**config.mk**
```make
export PLATFORM = sky130hd
export DESIGN_NAME = fp_result_pack_round_flat
export DESIGN_NICKNAME = d
export VERILOG_FILES = /design/src/rtl/fp_result_pack_round_if.sv /design/src/rtl/fp_result_pack_round.sv /design/src/flat_wrapper.sv
export SDC_FILE = /design/constraint.sdc
export NUM_CORES = 1
export LEC_CHECK = 0
export BUFFER_PORTS_ARGS = -buffer_cell sky130_fd_sc_hd__buf_4
export CORE_MARGIN = 2
export CORE_UTILIZATION = 53
export DETAILED_ROUTE_END_ITERATION = 10
export PLACE_DENSITY_LB_ADDON = 0.08
export SLEW_MARGIN = 5
export SYNTH_ARGS = -nofsm -noshare
export SYNTH_HDL_FRONTEND = slang
export SYNTH_SLANG_ARGS = --single-unit
```
**constraint.sdc**
```tcl
create_clock -name clk -period 6.25 [get_ports clk]
set_clock_uncertainty 0.05 [all_clocks]
set_input_delay 1.25 -clock clk [delete_from_list [all_inputs] [get_ports clk]]
set_output_delay 1.25 -clock clk [all_outputs]
set_load 0.01 [all_outputs]
```
**src/rtl/fp_result_pack_round_if.sv**
```systemverilog
`default_nettype none
// ============================================================================
// Module      : fp_result_pack_round_if
// Description : Handshake bundle for the FP32 result pack/round stage.
//               slave  = the pack/round block, master = the producer/consumer
//               side that drives the extended result and takes the packed word.
// Revision    : 1.0  initial release
// ============================================================================
interface fp_result_pack_round_if;
    logic        in_valid;
    logic        in_ready;
    logic [36:0] in_num;
    logic        out_valid;
    logic        out_ready;
    logic [31:0] out_fp;

    modport slave (
        input  in_valid, in_num, out_ready,
        output in_ready, out_valid, out_fp
    );

    modport master (
        output in_valid, in_num, out_ready,
        input  in_ready, out_valid, out_fp
    );
endinterface
`default_nettype wire

```
**src/rtl/fp_result_pack_round.sv**
```systemverilog
`default_nettype none
// ============================================================================
// Module      : fp_result_pack_round
// Description : Renormalises the 37-bit extended FP32 adder result (iterative
//               left shift or single right shift), rounds to nearest-even and
//               packs an IEEE-754 single. Overflow forces infinity, an
//               all-zero mantissa gives signed zero, exponent floor 1 gives a
//               denormal. Optional macro FP_PACK_FLAGS_EN adds registered
//               inexact/overflow/underflow flag outputs.
// Revision    : 1.0  initial release
// ============================================================================
module fp_result_pack_round #(
    parameter int SHIFT_PER_CYCLE = 1
) (
    input  wire                   clk,
    input  wire                   rst_n,
    fp_result_pack_round_if.slave bus
`ifdef FP_PACK_FLAGS_EN
    ,
    output logic                  flag_inexact,
    output logic                  flag_overflow,
    output logic                  flag_underflow
`endif
);

    // Clamp to the legal 1..4 range so the leading-zero counter stays 3 bits.
    localparam int c_SPC = (SHIFT_PER_CYCLE < 1) ? 1 :
                           (SHIFT_PER_CYCLE > 4) ? 4 : SHIFT_PER_CYCLE;

    localparam logic [1:0] c_ST_IDLE  = 2'd0;
    localparam logic [1:0] c_ST_NORM  = 2'd1;
    localparam logic [1:0] c_ST_ROUND = 2'd2;
    localparam logic [1:0] c_ST_DONE  = 2'd3;

    logic [1:0]  r_state, w_state_nxt;
    logic        r_sign,  w_sign_nxt;
    logic [8:0]  r_exp,   w_exp_nxt;     // 9 bits: no wrap past 255
    logic [27:0] r_man,   w_man_nxt;
    logic [31:0] r_out_fp, w_out_fp_nxt;
`ifdef FP_PACK_FLAGS_EN
    logic        r_inexact,   w_inexact_nxt;
    logic        r_overflow,  w_overflow_nxt;
    logic        r_underflow, w_underflow_nxt;
`endif

    logic [2:0]  w_lz;
    logic        w_lz_stop;
    logic [8:0]  w_exp_room;
    logic [2:0]  w_shamt;
    logic        w_round_up;
    logic [24:0] w_sum;
    logic [23:0] w_rnd_man;
    logic [8:0]  w_rnd_exp;
    logic        w_ovf;
    logic        w_inexact;
    logic [7:0]  w_pack_exp;
    logic        w_underflow;

    // Leading zeros from bit 26 downward, counted only up to the per-cycle cap.
    always_comb begin
        w_lz      = 3'd0;
        w_lz_stop = 1'b0;
        for (int i = 0; i < c_SPC; i++) begin
            if (!w_lz_stop) begin
                if (!r_man[26-i]) begin
                    w_lz = w_lz + 3'd1;
                end else begin
                    w_lz_stop = 1'b1;
                end
            end
        end
    end

    // Shift amount limited so the exponent never drops below 1, plus the
    // nearest-even rounding datapath used in ROUND.
    always_comb begin
        w_exp_room  = r_exp - 9'd1;
        w_shamt     = ({6'd0, w_lz} < w_exp_room) ? w_lz : w_exp_room[2:0];
        w_round_up  = r_man[2] & (r_man[1] | r_man[0] | r_man[3]);
        w_sum       = {1'b0, r_man[26:3]} + {24'd0, w_round_up};
        w_rnd_man   = w_sum[24] ? w_sum[24:1] : w_sum[23:0];
        w_rnd_exp   = r_exp + {8'd0, w_sum[24]};
        w_ovf       = (w_rnd_exp >= 9'd255);
        w_inexact   = (|r_man[2:0]) | w_ovf;
        // A denormal that rounds up into bit 26 naturally keeps exponent 1.
        w_pack_exp  = w_rnd_man[23] ? w_rnd_exp[7:0] : 8'd0;
        w_underflow = !w_ovf && (w_pack_exp == 8'd0) && w_inexact;
    end

    // Next-state and datapath update for IDLE/NORM/ROUND/DONE.
    always_comb begin
        w_state_nxt  = r_state;
        w_sign_nxt   = r_sign;
        w_exp_nxt    = r_exp;
        w_man_nxt    = r_man;
        w_out_fp_nxt = r_out_fp;
`ifdef FP_PACK_FLAGS_EN
        w_inexact_nxt   = r_inexact;
        w_overflow_nxt  = r_overflow;
        w_underflow_nxt = r_underflow;
`endif
        case (r_state)
            c_ST_IDLE: begin
                if (bus.in_valid) begin
                    w_sign_nxt  = bus.in_num[36];
                    // Exponent 0 is the denormal encoding; treat it as 1.
                    w_exp_nxt   = (bus.in_num[35:28] == 8'd0) ? 9'd1 : {1'b0, bus.in_num[35:28]};
                    w_man_nxt   = bus.in_num[27:0];
                    w_state_nxt = c_ST_NORM;
                end
            end
            c_ST_NORM: begin
                if (r_man[27]) begin
                    // Carry out: the dropped bit folds into sticky.
                    w_man_nxt   = {1'b0, r_man[27:2], r_man[1] | r_man[0]};
                    w_exp_nxt   = r_exp + 9'd1;
                    w_state_nxt = c_ST_ROUND;
                end else if (r_man == 28'd0) begin
                    w_out_fp_nxt = {r_sign, 31'd0};
                    w_state_nxt  = c_ST_DONE;
                end else if (r_man[26] || (r_exp == 9'd1)) begin
                    w_state_nxt = c_ST_ROUND;
                end else begin
                    w_man_nxt = r_man << w_shamt;
                    w_exp_nxt = r_exp - {6'd0, w_shamt};
                end
            end
            c_ST_ROUND: begin
                if (w_ovf) begin
                    w_out_fp_nxt = {r_sign, 8'hFF, 23'd0};
                end else begin
                    w_out_fp_nxt = {r_sign, w_pack_exp, w_rnd_man[22:0]};
                end
`ifdef FP_PACK_FLAGS_EN
                w_inexact_nxt   = w_inexact;
                w_overflow_nxt  = w_ovf;
                w_underflow_nxt = w_underflow;
`endif
                w_state_nxt = c_ST_DONE;
            end
            default: begin
                if (bus.out_ready) begin
`ifdef FP_PACK_FLAGS_EN
                    w_inexact_nxt   = 1'b0;
                    w_overflow_nxt  = 1'b0;
                    w_underflow_nxt = 1'b0;
`endif
                    w_state_nxt = c_ST_IDLE;
                end
            end
        endcase
    end

    // State and datapath registers; reset discards any in-flight result.
    always_ff @(posedge clk or negedge rst_n) begin
        if (!rst_n) begin
            r_state  <= c_ST_IDLE;
            r_sign   <= 1'b0;
            r_exp    <= 9'd0;
            r_man    <= 28'd0;
            r_out_fp <= 32'd0;
`ifdef FP_PACK_FLAGS_EN
            r_inexact   <= 1'b0;
            r_overflow  <= 1'b0;
            r_underflow <= 1'b0;
`endif
        end else begin
            r_state  <= w_state_nxt;
            r_sign   <= w_sign_nxt;
            r_exp    <= w_exp_nxt;
            r_man    <= w_man_nxt;
            r_out_fp <= w_out_fp_nxt;
`ifdef FP_PACK_FLAGS_EN
            r_inexact   <= w_inexact_nxt;
            r_overflow  <= w_overflow_nxt;
            r_underflow <= w_underflow_nxt;
`endif
        end
    end

    assign bus.in_ready  = (r_state == c_ST_IDLE);
    assign bus.out_valid = (r_state == c_ST_DONE);
    assign bus.out_fp    = r_out_fp;
`ifdef FP_PACK_FLAGS_EN
    assign flag_inexact   = r_inexact;
    assign flag_overflow  = r_overflow;
    assign flag_underflow = r_underflow;
`endif

endmodule
`default_nettype wire

```
**src/flat_wrapper.sv**
```systemverilog
// flat-port wrapper written by rule: the top's interface ports become plain ports
module fp_result_pack_round_flat 
#(
    parameter int SHIFT_PER_CYCLE = 1
)
  (clk, rst_n, bus_in_valid, bus_in_num, bus_out_ready, bus_in_ready, bus_out_valid, bus_out_fp);
  fp_result_pack_round_if bus_i ();
  input  wire clk;
  input  wire rst_n;
  input wire logic [$bits(bus_i.in_valid)-1:0] bus_in_valid;
  input wire logic [$bits(bus_i.in_num)-1:0] bus_in_num;
  input wire logic [$bits(bus_i.out_ready)-1:0] bus_out_ready;
  output wire logic [$bits(bus_i.in_ready)-1:0] bus_in_ready;
  output wire logic [$bits(bus_i.out_valid)-1:0] bus_out_valid;
  output wire logic [$bits(bus_i.out_fp)-1:0] bus_out_fp;
  assign bus_i.in_valid = bus_in_valid;
  assign bus_i.in_num = bus_in_num;
  assign bus_i.out_ready = bus_out_ready;
  assign bus_in_ready = bus_i.in_ready;
  assign bus_out_valid = bus_i.out_valid;
  assign bus_out_fp = bus_i.out_fp;
  fp_result_pack_round #(.SHIFT_PER_CYCLE(SHIFT_PER_CYCLE)) u_core (.clk(clk), .rst_n(rst_n), .bus(bus_i));
endmodule
```
-- Yosys cells after proc, flatten, opt, wreduce, memory -nomap -nowiden
Cells that the tools add are included.
- input bits: 41
- logic and storage cells: 64
- bits in registers: 72
- output and inout port bits: 34
- reduce and logical (&&, ||, !) cells: 12
- $lt $le $gt $ge: 2
- equality and inequality tests: 10
- bitwise logic cells: 3
- add/sub/neg operators: 5
- muxes and demuxes: 25
- shift-type cells: 1
- operator list (cell ; number):
    $mux 28 ; 4
    $mux 32 ; 2
    $pmux 32 s2 ; 1
    $pmux 28 s2 ; 1
    $mux 9 ; 4
    $mux 31 ; 1
    $logic_not 28->1 ; 1
    $shl 28x3->28 ; 1
    $add 24x1->25 ; 1
    $mux 24 ; 1
    $pmux 9 s2 ; 1
    $mux 8 ; 2
    $mux 2 ; 5
    $add 9x1->9 ; 1
    $add 9x1->9 const B ; 1
    $eq 9x1->1 const B ; 1
    $ge 9x8->1 const B ; 1
    $lt 1x9->1 ; 1
    $sub 9x1->9 const B ; 1
    $sub 9x3->9 ; 1
    $logic_not 8->1 ; 1
    $ne 3x2->1 const B ; 2
    $pmux 2 s3 ; 1
    $reduce_and 3->1 ; 2
    15 further kinds ; 20

-- Logic depth before layout (Yosys ltp)
- depth after elaboration: 8
- mapped depth: 16
- gate-level depth less buffers: 14

-- Worst setup path before layout
Ideal clock, no wire load.
- kind: register to register
- start point: register u_core.r_exp[1]
- end point: register u_core.r_exp[8]
- setup slack: 2408 ps
- setup time: 116 ps
- clock period less this slack: 3842 ps
- data required time: 6084 ps
- arrival time: 3676 ps
- buffers on the path: 2
- stages on the path, launching flop included: 17
- path through: dfrtp_1 > inv_1 > ha_1 > nor4bb_1 > a31oi_1 > buf_2 > inv_2 > buf_2 > ha_1 > ha_1 > nor2b_1 > ha_1 > a21oi_1 > o211ai_1 > o41ai_1 > mux2_2 > o311ai_0
- word-level cells in the longest chain between the ends: 8
- elaborated cells on any way between the ends: 13
- classes of those cells: add/sub: 3; order compare: 1; eq/ne: 2; mux: 5; reduce/logical: 2
- RTL lines (item ; RTL line ; text):
    start: declaration ; fp_result_pack_round.sv:37 ; logic [8:0] r_exp, w_exp_nxt;
    start signal: assignment ; fp_result_pack_round.sv:170 ; r_exp <= w_exp_nxt;
    $sub 9x1->9 ; fp_result_pack_round.sv:77 ; w_exp_room = r_exp - 9'd1;
    $lt 1x9->1 ; fp_result_pack_round.sv:78 ; w_shamt = ({6'd0, w_lz} < w_exp_room) ? w_lz : w_exp_room[2:0];
    $mux 3 ; fp_result_pack_round.sv:78 ;
    $sub 9x3->9 ; fp_result_pack_round.sv:125 ; w_exp_nxt = r_exp - {6'd0, w_shamt};
    $mux 9 ; fp_result_pack_round.sv:121 ; end else if (r_man[26] || (r_exp == 9'd1)) begin
    $mux 9 ; fp_result_pack_round.sv:118 ; end else if (r_man == 28'd0) begin
    $mux 9 ; fp_result_pack_round.sv:113 ; if (r_man[27]) begin
    $pmux 9 s2 ; fp_result_pack_round.sv:102 ; case (r_state)
Parallel ways exist; a longest one is shown, timed or not. The select of a mux whose other input is x is not followed.
A chain may end at the register's enable or synchronous reset.

-- Final worst setup path
- start point: register u_core.r_man[2]
- end point: register u_core.r_out_fp[6] (netlist: u_core.bus.out_fp[6])
- word-level cells in the longest chain between the ends: 6
- elaborated cells on any way between the ends: 10
- classes of those cells: add/sub: 2; order compare: 1; eq/ne: 1; mux: 3; bitwise: 1; reduce/logical: 2
- RTL lines (item ; RTL line ; text):
    start: declaration ; fp_result_pack_round.sv:38 ; logic [27:0] r_man, w_man_nxt;
    start signal: assignment ; fp_result_pack_round.sv:171 ; r_man <= w_man_nxt;
    $and 1x1->1 ; fp_result_pack_round.sv:79 ; w_round_up = r_man[2] & (r_man[1] | r_man[0] | r_man[3]);
    $add 24x1->25 ; fp_result_pack_round.sv:80 ; w_sum = {1'b0, r_man[26:3]} + {24'd0, w_round_up};
    $add 9x1->9 ; fp_result_pack_round.sv:82 ; w_rnd_exp = r_exp + {8'd0, w_sum[24]};
    $ge 9x8->1 ; fp_result_pack_round.sv:83 ; w_ovf = (w_rnd_exp >= 9'd255);
    $mux 31 ; fp_result_pack_round.sv:129 ; if (w_ovf) begin
    $pmux 32 s2 ; fp_result_pack_round.sv:102 ;
    end signal: assignment ; fp_result_pack_round.sv:172 ; r_out_fp <= w_out_fp_nxt;
    end: declaration ; fp_result_pack_round.sv:39 ; logic [31:0] r_out_fp, w_out_fp_nxt;
Parallel ways exist; a longest one is shown, timed or not.

==> flow_metrics.py <==
metrics = {
    "cts": {
        "clock-root-buffer": "clkbuf_8",
        "clk_pin_slew_ns": 0.08,
        "cts_htree_levels": 3,
        "clk_latency_ns": 0.37,
        "cts_resized": 0,
        "hold_buffers": 0,
        "cts_max_path_buffers": 2,
        "cts_made_buffers": 9,
        "clock-sinks": 72,
        "cts_tree": "built",
        "postCtsSetupRepairBufs": 0,
    },
    "sta": {
        "fin_crit_ns": 4.55,
        "hold_viol_final": 0,
        "rsz0062_at_grt": "false",
        "relSlewSlack_pct": 25.9,
        "slew_viol_final": 0,
        "finalCritPeriodShare_pct": 72.8,
        "max_freq_ghz": 0.220,
        "fin_ws_ns": 1.70,
        "setup_viol": 0,
        "tightest_slew_ns": 1.11,
        "finalSetupTns_ns": 0,
    },
    "worst_setup_path": {
        "cp.required_ns": 6.40,
        "rr_endpoint": "u_core.bus.out_fp[6]",
        "r2r_cells": 12,
        "r2r-start": "u_core.r_man[2]",
        "worstSetupStartpointType": "register",
        "crit_chain": "and2_1 -> ha_1 -> and3_1 -> nand2_1 -> nor3_2 -> ha_1 -> ha_1 -> inv_1 -> or3_4 -> a2111oi_4 -> a211o_2 -> o41ai_1",
        "crit_fanout": 23,
        "cp_num_buf_inv": 1,
        "cp_slowest_cell": "nor3_2",
        "cp-end-kind": "register",
        "path_class": "reg2reg",
        "arrival_ns": 4.70,
        "critPathMaxStageDelay_ns": 0.92,
        "crit_family": "simple AND/OR/NAND/NOR gates",
        "path_common_cell": "ha_1",
        "ff2ff_setup_slack_ns": 1.70,
    },
    "pwr": {
        "power.switching_mw": 1.61,
        "p_comb_share_pct": 56.4,
        "p_int_mw": 1.63,
        "p_clk_share_pct": 12.7,
        "vdd_drop_max_v": 0.000233,
        "switching_share_pct": 49.7,
        "seqPwrFrac_pct": 31.0,
        "cellPowerDensity_nw_per_um2": 532,
        "p_leak_nw": 2.58,
    },
    "floorplanning": {
        "die_x_um": 105,
        "rows": 36,
        "core_sq_um": 9820,
        "die-area_sq_um": 11000,
        "die_y_um": 105,
        "num_io_pins": 75,
        "start_util_pct": 55.0,
    },
    "global_routing": {
        "track_usage_pct": 28.5,
        "antenna_found_initial": 0,
        "grt_pass1_wl_um": 25600,
        "grt_pass1_vias": 4984,
        "overflow": 0,
        "grt_max_degree": 73,
    },
    "logic_synthesis": {
        "synth_warnings": 0,
        "synthArstFlopShare_pct": 100,
        "synth.area.top_cells": "dfrtp_1, o221ai_1, nand3_1",
        "synth_seq_cells": 72,
        "synthFlopType": "dfrtp_1",
        "synth_top_area_share_pct": 33.3,
        "synthCells": 631,
        "yosysUniqueCellTypes": 61,
        "seq_area_frac_synth_pct": 33.3,
        "avgSynthCellArea_sq_um": 8.57,
        "yosys.area.top_type": "dfrtp_1",
        "syn_area_sq_um": 5410,
        "synth_edf_count": 0,
    },
    "min_path": {
        "holdPathEnd": "u_core.bus.out_fp[31]",
        "min_path_type": "reg2reg",
        "hold_depth": 2,
        "min_from": "u_core.bus.out_fp[31]",
    },
    "finish": {
        "n_antenna_cell": 0,
        "stdcell_count": 797,
        "drive_gt1_share_pct": 20.6,
        "multi_input_area_sq_um": 3260,
        "fin_util_pct": 62.1,
        "fin_nets": 721,
        "area_delta_synth_final_pct": 12.9,
        "num-fill-cells": 891,
        "seq_area_sq_um": 1800,
    },
    "detailed_routing": {
        "drc": 0,
        "wire_per_inst_um": 19.3,
        "viasPerCell": 6.60,
        "ant_nets": 0,
        "vias": 5259,
        "routed_wl_um": 15400,
        "first_pass_iters": 5,
        "drtIter0Drc": 440,
    },
    "job": {
        "drv_cap": 0,
    },
    "placement": {
        "dp.cells": 782,
        "place_worst_setup_slack_ns": 1.73,
        "hpwl_um": 10400,
        "place.gp.congestion": 0.932,
        "port_buffers": 74,
    },
    "status": {
        "status": "complete, no violations",
    },
}
[worst reg2reg max path, cell delays in order (launching register included)]
cell and delay (ns):
dfrtp_1 0.49, and2_1 0.19, ha_1 0.23, and3_1 0.22, nand2_1 0.24, nor3_2 0.92
ha_1 0.37, ha_1 0.24, inv_1 0.08, or3_4 0.39, a2111oi_4 0.37, a211o_2 0.44
o41ai_1 0.15
[cell families after synthesis]
| logic type | synth area share [%] |
|---|---|
| flip-flops | 33.3 |
| AND/OR/NAND/NOR | 24.1 |
| XOR/XNOR | 4.38 |
| AO/OA/AOI/OAI | 24.1 |
| buffers and inverters | 6.85 |
| other | 0.0694 |
| multiplexers | 2.50 |
| adder cells (fa/ha/maj) | 4.77 |
[per-layer routing]
metal / track usage, % / share of wire [%]
met2: 42.8 / 45
met4: 9.33 / 1.4
met5: 0 / 0
met3: 4.30 / 8.5
met1: 41.9 / 45
[synthesized netlist by cell type (7+ instances only)]
cell / count
or2_2: 24
xor2_1: 14
nand3_1: 55
clkbuf_1: 23
o211ai_1: 11
nor2_1: 10
and3_1: 25
inv_1: 19
ha_1: 19
buf_2: 30
nand2_1: 54
o21ai_0: 20
nor4_1: 14
a21oi_1: 34
mux2i_1: 9
nor3_1: 13
dfrtp_1: 72
o221ai_1: 50
nand4_1: 13
o41ai_1: 12
o21ai_1: 7
a22oi_1: 7
xnor2_1: 13
o31ai_1: 9
[power by group through the flow]
stage	logic [mW]	clock network [mW]	registers, mW
2_1_floorplan	1.45	0	0.844
3_3_place_gp	1.78	0	0.988
3_5_place_dp	1.81	0	1.00
4_1_cts	1.81	0.413	0.990
5_1_grt	2.03	0.437	1.04
6_report	1.83	0.411	1.01
[placed cells by master, fill, tap and decap left out, drive strengths merged, types with 4 or more instances in the layout]
master,count
buf,78
dfrtp,72
nand3,57
nand2,54
o221ai,50
a21oi,34
o21ai,29
and3,25
or2,24
inv,20
ha,19
nor4,15
xor2,14
nor3,14
nand4,14
xnor2,13
o41ai,12
o211ai,12
nor2,10
mux2i,9
o31ai,9
clkbuf,9
a22oi,7
or3,6
a31oi,5
and2,5
and4,5
mux2,4
nor2b,4
[stage by stage]
step | area [sq um] | hold WS, ns | power, mW
floorplan | 5410 | 0.383 | 2.30
global placement | 5890 | 0.412 | 2.77
detailed placement | 5890 | 0.417 | 2.81
CTS | 6100 | 0.435 | 3.22
global route | 6100 | 0.461 | 3.50
finish | 6100 | 0.433 | 3.25
[flip-flops by register name, summed over array words and instances (netlist names)]
name and flops:
u_core.bus.out_fp 32, u_core.r_state 2, u_core.r_sign 1, u_core.r_man 28
u_core.r_exp 9
[area by class of cell]
cell class | instances | area share, %
clock buffer | 9 | 2.03
clock inverter | 6 | 1.39
inverter | 21 | 1.29
multi-input combinational | 478 | 53.4
sequential | 72 | 29.5
tap | 133 | 2.73
timing repair buffer | 78 | 9.60
[worst max-delay path by stage]
stage	depth (start not counted)	slack (ns)	end	start
final	12	1.70	u_core.bus.out_fp[6]	u_core.r_man[2]
after global routing	12	1.37	u_core.bus.out_fp[0]	u_core.r_man[2]
after CTS	12	1.73	u_core.bus.out_fp[6]	u_core.r_man[2]
after detailed placement	12	1.73	u_core.bus.out_fp[6]	u_core.r_man[2]
after global placement	12	1.87	u_core.bus.out_fp[6]	u_core.r_man[2]
after floorplan	16	2.41	u_core.r_exp[8]	u_core.r_exp[1]
Power figures use the tool's default switching activity.
